--- config.mk ---
export PLATFORM = sky130hd
export DESIGN_NAME = csp_rr_arbiter_flat
export DESIGN_NICKNAME = d
export VERILOG_FILES = /design/src/rtl/csp_rr_arbiter_if.sv /design/src/rtl/csp_rr_arbiter.sv /design/src/flat_wrapper.sv
export SDC_FILE = /design/constraint.sdc
export NUM_CORES = 1
export LEC_CHECK = 0
export CAP_MARGIN = 20
export CORE_ASPECT_RATIO = 1.25
export CORE_UTILIZATION = 35
export CTS_BUF_LIST = sky130_fd_sc_hd__clkbuf_4 sky130_fd_sc_hd__clkbuf_8
export CTS_CLUSTER_DIAMETER = 120
export DETAILED_ROUTE_END_ITERATION = 8
export PLACE_DENSITY = 0.7
export SYNTH_ARGS = -nofsm -noshare
export SYNTH_HDL_FRONTEND = slang
export SYNTH_SLANG_ARGS = --single-unit
--- constraint.sdc ---
create_clock -name clk -period 5.35 [get_ports clk]
set_input_delay 1.3375 -clock clk [delete_from_list [all_inputs] [get_ports clk]]
set_output_delay 1.3375 -clock clk [all_outputs]
set_load 0.02 [all_outputs]
--- src/rtl/csp_rr_arbiter_if.sv ---
// Request/output channel bundle for the round-robin arbiter.
// master = requesters plus downstream sink side, slave = arbiter side.
interface csp_rr_arbiter_if #(
  parameter int WIDTH   = 11,
  parameter int NUM_REQ = 4,
  parameter int IDW     = 2
);
  logic [NUM_REQ-1:0]       req_valid;
  logic [NUM_REQ*WIDTH-1:0] req_data;
  logic [NUM_REQ-1:0]       req_ready;
  logic                     out_valid;
  logic [WIDTH-1:0]         out_data;
  logic [IDW-1:0]           out_grant;
  logic                     out_ready;

  modport master (
    output req_valid, req_data, out_ready,
    input  req_ready, out_valid, out_data, out_grant
  );

  modport slave (
    input  req_valid, req_data, out_ready,
    output req_ready, out_valid, out_data, out_grant
  );
endinterface

--- src/rtl/csp_rr_arbiter.sv ---
// Round-robin arbiter merging NUM_REQ single-flit channels into one registered
// output stage; the stage may drain and refill on the same edge.
module csp_rr_arbiter #(
  parameter int WIDTH   = 11,
  parameter int NUM_REQ = 4,
  parameter int IDW     = 2,
  parameter int CNT_W   = 16
) (
  input  logic               clk,
  input  logic               reset,
  csp_rr_arbiter_if.slave    bus,
  output logic [CNT_W-1:0]   pkt_count
);

  typedef enum logic {ST_EMPTY = 1'b0, ST_FULL = 1'b1} state_t;

  state_t             r_state;
  logic [WIDTH-1:0]   r_data;
  logic [IDW-1:0]     r_grant;
  logic [IDW-1:0]     r_ptr;
  logic [CNT_W-1:0]   r_cnt;

  state_t             w_state_nxt;
  logic               w_out_valid;
  logic               w_load_en;
  logic               w_found;
  logic [IDW-1:0]     w_win;
  logic               w_accept;
  logic [IDW:0]       w_sum;
  logic [IDW:0]       w_idx;
  logic [NUM_REQ-1:0] w_req_ready;

  assign w_out_valid = (r_state == ST_FULL);
  assign w_load_en   = !w_out_valid || bus.out_ready;
  assign w_accept    = w_found && w_load_en && reset;

  // Scan requesters starting at the pointer; the first valid one wins.
  always_comb begin
    w_found = 1'b0;
    w_win   = '0;
    w_sum   = '0;
    w_idx   = '0;
    for (int k = 0; k < NUM_REQ; k++) begin
      w_sum = {1'b0, r_ptr} + (IDW+1)'(k);
      if (w_sum >= (IDW+1)'(NUM_REQ)) begin
        w_idx = w_sum - (IDW+1)'(NUM_REQ);
      end else begin
        w_idx = w_sum;
      end
      if (!w_found && bus.req_valid[w_idx[IDW-1:0]]) begin
        w_found = 1'b1;
        w_win   = w_idx[IDW-1:0];
      end else begin
        w_found = w_found;
      end
    end
  end

  // One-hot accept for the winner only while the output stage can load.
  always_comb begin
    w_req_ready = '0;
    if (w_accept) begin
      w_req_ready[w_win] = 1'b1;
    end else begin
      w_req_ready = '0;
    end
  end

  // Occupancy state: fill on grant, empty on drain without refill.
  always_comb begin
    w_state_nxt = r_state;
    case (r_state)
      ST_EMPTY: begin
        if (w_accept) begin
          w_state_nxt = ST_FULL;
        end else begin
          w_state_nxt = ST_EMPTY;
        end
      end
      ST_FULL: begin
        if (bus.out_ready && !w_accept) begin
          w_state_nxt = ST_EMPTY;
        end else begin
          w_state_nxt = ST_FULL;
        end
      end
      default: w_state_nxt = ST_EMPTY;
    endcase
  end

  // State register; reset discards any held packet without counting it.
  always_ff @(posedge clk) begin
    if (!reset) begin
      r_state <= ST_EMPTY;
      r_data  <= '0;
      r_grant <= '0;
      r_ptr   <= '0;
      r_cnt   <= '0;
    end else begin
      r_state <= w_state_nxt;
      if (w_accept) begin
        r_data  <= bus.req_data[int'(w_win)*WIDTH +: WIDTH];
        r_grant <= w_win;
        r_ptr   <= (w_win == IDW'(NUM_REQ - 1)) ? '0 : w_win + IDW'(1);
      end
      if (w_out_valid && bus.out_ready) begin
        r_cnt <= r_cnt + CNT_W'(1);
      end
    end
  end

  assign bus.req_ready = w_req_ready;
  assign bus.out_valid = w_out_valid;
  assign bus.out_data  = r_data;
  assign bus.out_grant = r_grant;
  assign pkt_count     = r_cnt;

endmodule

--- src/flat_wrapper.sv ---
// flat-port wrapper written by rule: the top's interface ports become plain ports
module csp_rr_arbiter_flat 
#(
  parameter int WIDTH   = 11,
  parameter int NUM_REQ = 4,
  parameter int IDW     = 2,
  parameter int CNT_W   = 16
)
  (clk, reset, pkt_count, bus_req_valid, bus_req_data, bus_out_ready, bus_req_ready, bus_out_valid, bus_out_data, bus_out_grant);
  csp_rr_arbiter_if #(.WIDTH(WIDTH), .NUM_REQ(NUM_REQ), .IDW(IDW)) bus_i ();
  input  logic clk;
  input  logic reset;
  output logic [CNT_W-1:0] pkt_count;
  input wire logic [$bits(bus_i.req_valid)-1:0] bus_req_valid;
  input wire logic [$bits(bus_i.req_data)-1:0] bus_req_data;
  input wire logic [$bits(bus_i.out_ready)-1:0] bus_out_ready;
  output wire logic [$bits(bus_i.req_ready)-1:0] bus_req_ready;
  output wire logic [$bits(bus_i.out_valid)-1:0] bus_out_valid;
  output wire logic [$bits(bus_i.out_data)-1:0] bus_out_data;
  output wire logic [$bits(bus_i.out_grant)-1:0] bus_out_grant;
  assign bus_i.req_valid = bus_req_valid;
  assign bus_i.req_data = bus_req_data;
  assign bus_i.out_ready = bus_out_ready;
  assign bus_req_ready = bus_i.req_ready;
  assign bus_out_valid = bus_i.out_valid;
  assign bus_out_data = bus_i.out_data;
  assign bus_out_grant = bus_i.out_grant;
  csp_rr_arbiter #(.WIDTH(WIDTH), .NUM_REQ(NUM_REQ), .IDW(IDW), .CNT_W(CNT_W)) u_core (.clk(clk), .reset(reset), .bus(bus_i), .pkt_count(pkt_count));
endmodule
## After elaboration in Yosys (flattened, before gate mapping)

Cells that the tools add are included.

| cells by class | value |
|---|---|
| multiply operators | 1 |
| $add $sub $neg | 9 |
| shift operators | 1 |
| equality and inequality tests | 1 |
| order comparisons | 10 |
| reductions and logical operators | 14 |
| multiplexer cells | 27 |
| bitwise logic cells | 1 |

Operators by type and width:

| kind | number |
|---|---|
| $shiftx 44x32->11 | 1 |
| $mux 2 | 9 |
| $add 16x1->16 const B | 1 |
| $lt 2x3->1 const B | 5 |
| $mux 1 | 11 |
| $ge 3x3->1 const B | 3 |
| $bmux 1 s2 | 4 |
| $logic_and 1x1->1 | 8 |
| $sub 2x1->2 const B | 4 |
| $add 2x2->3 const B | 2 |
| $mul 2x4->6 const B | 1 |
| $logic_not 1->1 | 5 |
| $mux 4 | 1 |
| $add 2x1->3 const B | 1 |
| $ge 2x3->1 const B | 1 |
| $add 2x1->2 const B | 1 |
| $demux 1 s2 | 1 |
| $eq 2x2->1 const B | 1 |
| $ge 2x1->1 const B | 1 |
| $pmux 1 s2 | 1 |
| $logic_or 1x1->1 | 1 |
| $not 1->1 | 1 |

| storage, ports and cells | value |
|---|---|
| word-level logic and storage cells | 69 |
| input bits | 51 |
| output and inout bits | 34 |
| bits in registers | 32 |

## Longest topological paths before layout

| logic depth | value |
|---|---|
| depth after elaboration | 20 |
| mapped depth | 7 |
| mapped depth without buffers | 6 |

## Worst setup path after synthesis

No wires, ideal clock.

| path | value |
|---|---|
| path kind | input -> output |
| start | input port bus_req_valid[0] |
| end | output port bus_req_ready[0] |
| arrival time | 2.470 ns |
| slack | 1.542 ns |
| buffers on the path | 1 |
| cell stages on the path | 6 |
| cell sequence | a21oi_1 > a2bb2oi_2 > buf_6 > inv_1 > ha_1 > and2_2 |

| on the way | value |
|---|---|
| cells in the longest elaborated chain, start to end | 17 |

RTL lines:

| element | RTL line | text |
|---|---|---|
| from (decl) | flat_wrapper.sv:14 | `input wire logic [$bits(bus_i.req_valid)-1:0] bus_req_valid;` |
| $bmux 1 s2 | csp_rr_arbiter.sv:50 | `if (!w_found && bus.req_valid[w_idx[IDW-1:0]]) begin` |
| $mux 1 (implied by the code) | csp_rr_arbiter.sv:50 |  |
| $mux 1 | csp_rr_arbiter.sv:50 |  |
| $logic_not 1->1 | csp_rr_arbiter.sv:50 |  |
| $logic_and 1x1->1 | csp_rr_arbiter.sv:50 |  |
| $mux 1 | csp_rr_arbiter.sv:50 |  |
| $logic_not 1->1 | csp_rr_arbiter.sv:50 |  |
| $logic_and 1x1->1 | csp_rr_arbiter.sv:50 |  |
| [2 not listed] | n/a |  |
| $logic_and 1x1->1 | csp_rr_arbiter.sv:50 |  |
| $mux 2 * | csp_rr_arbiter.sv:50 |  |
| via u_core.w_win[1] | csp_rr_arbiter.sv:27 | `logic [IDW-1:0] w_win;` |
| $lt 2x3->1 (implied by the code) or $ge 2x1->1 (tied branches) | csp_rr_arbiter.sv:63 | `w_req_ready[w_win] = 1'b1;` |
| $logic_and 1x1->1 (implied by the code) | csp_rr_arbiter.sv:63 |  |
| $mux 1 (implied by the code) | csp_rr_arbiter.sv:63 |  |
| $demux 1 s2 * | n/a |  |
| $mux 4 * | csp_rr_arbiter.sv:62 | `if (w_accept) begin` |
| to (decl) | flat_wrapper.sv:17 | `output wire logic [$bits(bus_i.req_ready)-1:0] bus_req_ready;` |

Mark *: on every way through the listed nets, which the timed path passes. The rest lies on a longest branch. The select of a mux whose other input is x is not followed.

## Final worst setup path

| path | value |
|---|---|
| start | input port bus_req_valid[2] |
| end | output port bus_req_ready[2] |

The elaborated chain is that of the path after synthesis.

==> results.py <==
metrics = {
    "run_status": {
        "status": "complete, no violations",
    },
    "worst_setup_path": {
        "cp-start-kind": "input pin",
        "arrival_ps": 3480,
        "worst-setup-path-type": "in2out",
        "worstReg2RegStart": "u_core.r_ptr[1]",
        "critPathCaptureType": "output port",
        "crit_fanout": 5,
        "required_ps": 4010,
        "rrSetupSlack_ps": 3490,
        "reg2reg_depth": 6,
        "reg2reg_to": "u_core.bus.out_data[10]",
    },
    "power_and_ir_drop": {
        "pwr-share-seq_pct": 37.1,
        "power.density_nw_per_um2": 267,
        "p_int_mw": 0.535,
        "power_switching_mw": 0.214,
        "p_clk_share_pct": 30.5,
        "peakVddDrop_v": 0.000157,
        "combPwrFrac_pct": 32.4,
        "p_leak_nw": 1.09,
        "switching_share_pct": 28.6,
    },
    "clocking": {
        "cts_made_buffers": 5,
        "cts_tree": "done",
        "path_clk_slew_ps": 60,
        "cts_root_buf": "clkbuf_8",
        "clk_latency_ps": 280,
        "ctsHoldBuffers": 0,
        "clockBufferDepth": 2,
        "ctsHtreeMaxLevel": 2,
        "clock-sinks": 32,
        "cts_resized": 0,
        "post_cts_buffers": 0,
    },
    "timing": {
        "setup-tns-final_ps": 0,
        "slew_headroom_pct": 60.9,
        "max_freq_mhz": 208,
        "fin_skew_ps": 4.31,
        "hold_viol": 0,
        "hold_ws_ps": 456,
        "min_period_over_period_pct": 90.0,
        "period_needed_ps": 4820,
        "rsz0062_at_grt": "false",
        "setup_violations": 0,
        "tightest_slew_ps": 585,
        "report.final.slew_viol_count": 0,
    },
    "placed_design": {
        "dpl_cell_area_um2": 2700,
        "io_buffers": 84,
        "gp_congestion": 0.718,
        "dpl.hpwl_mm": 3.27,
    },
    "cells_and_area": {
        "antennaDiodeCount": 0,
        "fin_area_um2": 2810,
        "final_common_cell": "clkdlybuf4s50_1",
        "fillers": 506,
        "final_util_pct": 55.3,
        "nets": 329,
        "mostFrequentLayoutCells": "clkdlybuf4s50_1 (84), dfxtp_1 (32), mux2i_1 (24), nand3_1 (23), nand2_1 (15)",
        "final_layout_size_suffix_gt1_share_pct": 12.4,
        "area_growth_pct": 51.7,
    },
    "drt": {
        "drt-total-wl_mm": 4.27,
        "drt_iter0_drc": 53,
        "wl_per_cell_um": 12.7,
        "ant_nets": 0,
        "drt_pass1_iterations": 4,
        "vias": 1656,
        "drc": 0,
        "vias_per_cell": 4.93,
    },
    "grt": {
        "grt_antenna_before_repair": 0,
        "overflow": 0,
        "groute.usage.overall_pct": 16.4,
        "grt_pass1_wl_mm": 7.13,
        "grt_max_degree": 35,
        "grt_pass1_vias": 1665,
    },
    "logic_synthesis": {
        "synthTopCellsByArea": "dfxtp_1 (35%), mux2i_1 (13%), o221ai_2 (8.1%), nand3_1 (6.2%), and2_1 (4.4%)",
        "synth.ff_latch_count": 32,
        "synth_warnings": 0,
        "ys_seq_area_share_pct": 34.6,
        "yosysUniqueCellTypes": 40,
        "syn_area_per_cell_um2": 9.80,
        "yosysTopAreaCellShare_pct": 34.6,
        "synth.largest_area_cell": "dfxtp_1",
        "syn_inst": 189,
        "syn-num-nets": 245,
        "synth_area_um2": 1850,
    },
    "floorplanning": {
        "start_util_pct": 36.5,
        "core_area_um2": 5080,
        "fp.dieH_um": 83.4,
        "ios": 85,
        "die_w_um": 67.1,
        "fp-row-count": 29,
        "dieArea_um2": 5590,
    },
    "worst_hold_path": {
        "worstHoldPathType": "reg2reg",
        "hold_depth": 2,
        "hold_start": "u_core.bus.out_grant[0]",
        "min_to": "u_core.bus.out_grant[0]",
    },
    "flow_run": {
        "cap_violations": 0,
    },
}
-- cells by family after synthesis --
logic type                 Yosys count  share of synthesized area, %
and+or+nand+nor                     78                          23.8
DFF                                 32                          34.6
muxes                               24                          13.0
AOI/OAI and AO/OA                   22                          12.4
buffers and inverters               15                          6.68
xor gates and xnor gates            13                          6.14
adders and majority gates            5                          3.38
-- layout make-up --
class	count	area (um^2)	share of cell area (%)
Timing Repair Buffer	87	863	30.7
Sequential cell	32	641	22.8
Tap cell	62	77.6	2.76
Clock buffer	6	76.3	2.71
Inverter	5	18.8	0.668
Multi-Input combinational cell	142	1100	39.1
Clock inverter	2	35.0	1.25
-- synth_stat cells --
cell type / number
a2bb2oi_2: 1
nand2b_1: 1
o221ai_2: 10
buf_8: 1
nand3b_1: 1
and3_1: 1
o221ai_1: 1
o21ai_0: 3
or3_1: 1
mux2i_1: 24
dfxtp_1: 32
a21boi_0: 2
inv_1: 5
xor2_1: 6
nand4_1: 1
buf_4: 1
buf_6: 4
o22ai_1: 1
nand3_1: 23
dlygate4sd3_1: 1
and4_1: 1
clkbuf_1: 2
and2b_2: 1
and2_1: 13
nor3_1: 4
nand2_4: 1
or4_4: 1
nand2_2: 1
and3_4: 1
and2_2: 4
or2b_2: 1
nor2_1: 4
buf_12: 1
nor4_2: 1
a21oi_1: 4
or2_2: 1
ha_1: 5
xnor2_1: 7
nor2b_1: 1
nand2_1: 15
-- per-stage QoR --
| step | std cells | power, mW | setup slack (ps) |
|---|---|---|---|
| floorplan | 189 | 0.430 | 1540 |
| global placement | 328 | 0.526 | 567 |
| detailed placement | 328 | 0.528 | 532 |
| CTS | 336 | 0.761 | 538 |
| global route | 336 | 0.788 | 370 |
| finish | 336 | 0.750 | 533 |
-- power groups by stage --
| stage | Combinational (mW) | Clock, mW | Sequential (mW) |
|---|---|---|---|
| floorplan | 0.123 | 0 | 0.306 |
| global placement | 0.244 | 0 | 0.282 |
| detailed placement | 0.246 | 0 | 0.283 |
| CTS | 0.246 | 0.237 | 0.278 |
| global route | 0.262 | 0.246 | 0.281 |
| finish | 0.243 | 0.229 | 0.278 |
-- critical path, stage by stage --
cell and delay, ps:
clkdlybuf4s50_1 470, mux2i_1 160, o22ai_1 90, nor2_1 360, inv_1 160, ha_1 220
and2_2 160, clkdlybuf4s50_1 530
-- sequential cells by signal, summed over array words and instances (netlist names) --
register and count:
u_core.pkt_count 16, u_core.r_ptr 2, u_core.bus.out_valid 1, u_core.bus.out_data 11, u_core.bus.out_grant 2
-- how the worst max path moves through the flow --
stage                     start               end  slack, ps  depth (start not counted)
2_1_floorplan  bus_req_valid[0]  bus_req_ready[0]       1540                          6
3_3_place_gp   bus_req_valid[2]  bus_req_ready[2]        570                          8
5_1_grt        bus_req_valid[2]  bus_req_ready[2]        370                          8
3_5_place_dp   bus_req_valid[2]  bus_req_ready[2]        530                          8
6_report       bus_req_valid[2]  bus_req_ready[2]        530                          8
4_1_cts        bus_req_valid[2]  bus_req_ready[2]        540                          8
-- per-layer routing --
| layer | GRT usage [%] | routed length (um) | vias to the layer above |
|---|---|---|---|
| met5 | 0 | 0 | - |
| met4 | 5.80 | 75 | 0 |
| met3 | 4.53 | 291 | 8 |
| met2 | 29.3 | 2220 | 57 |
| met1 | 17.6 | 1680 | 756 |
| li1 | - | - | 835 |
Power figures use the tool's default switching activity.
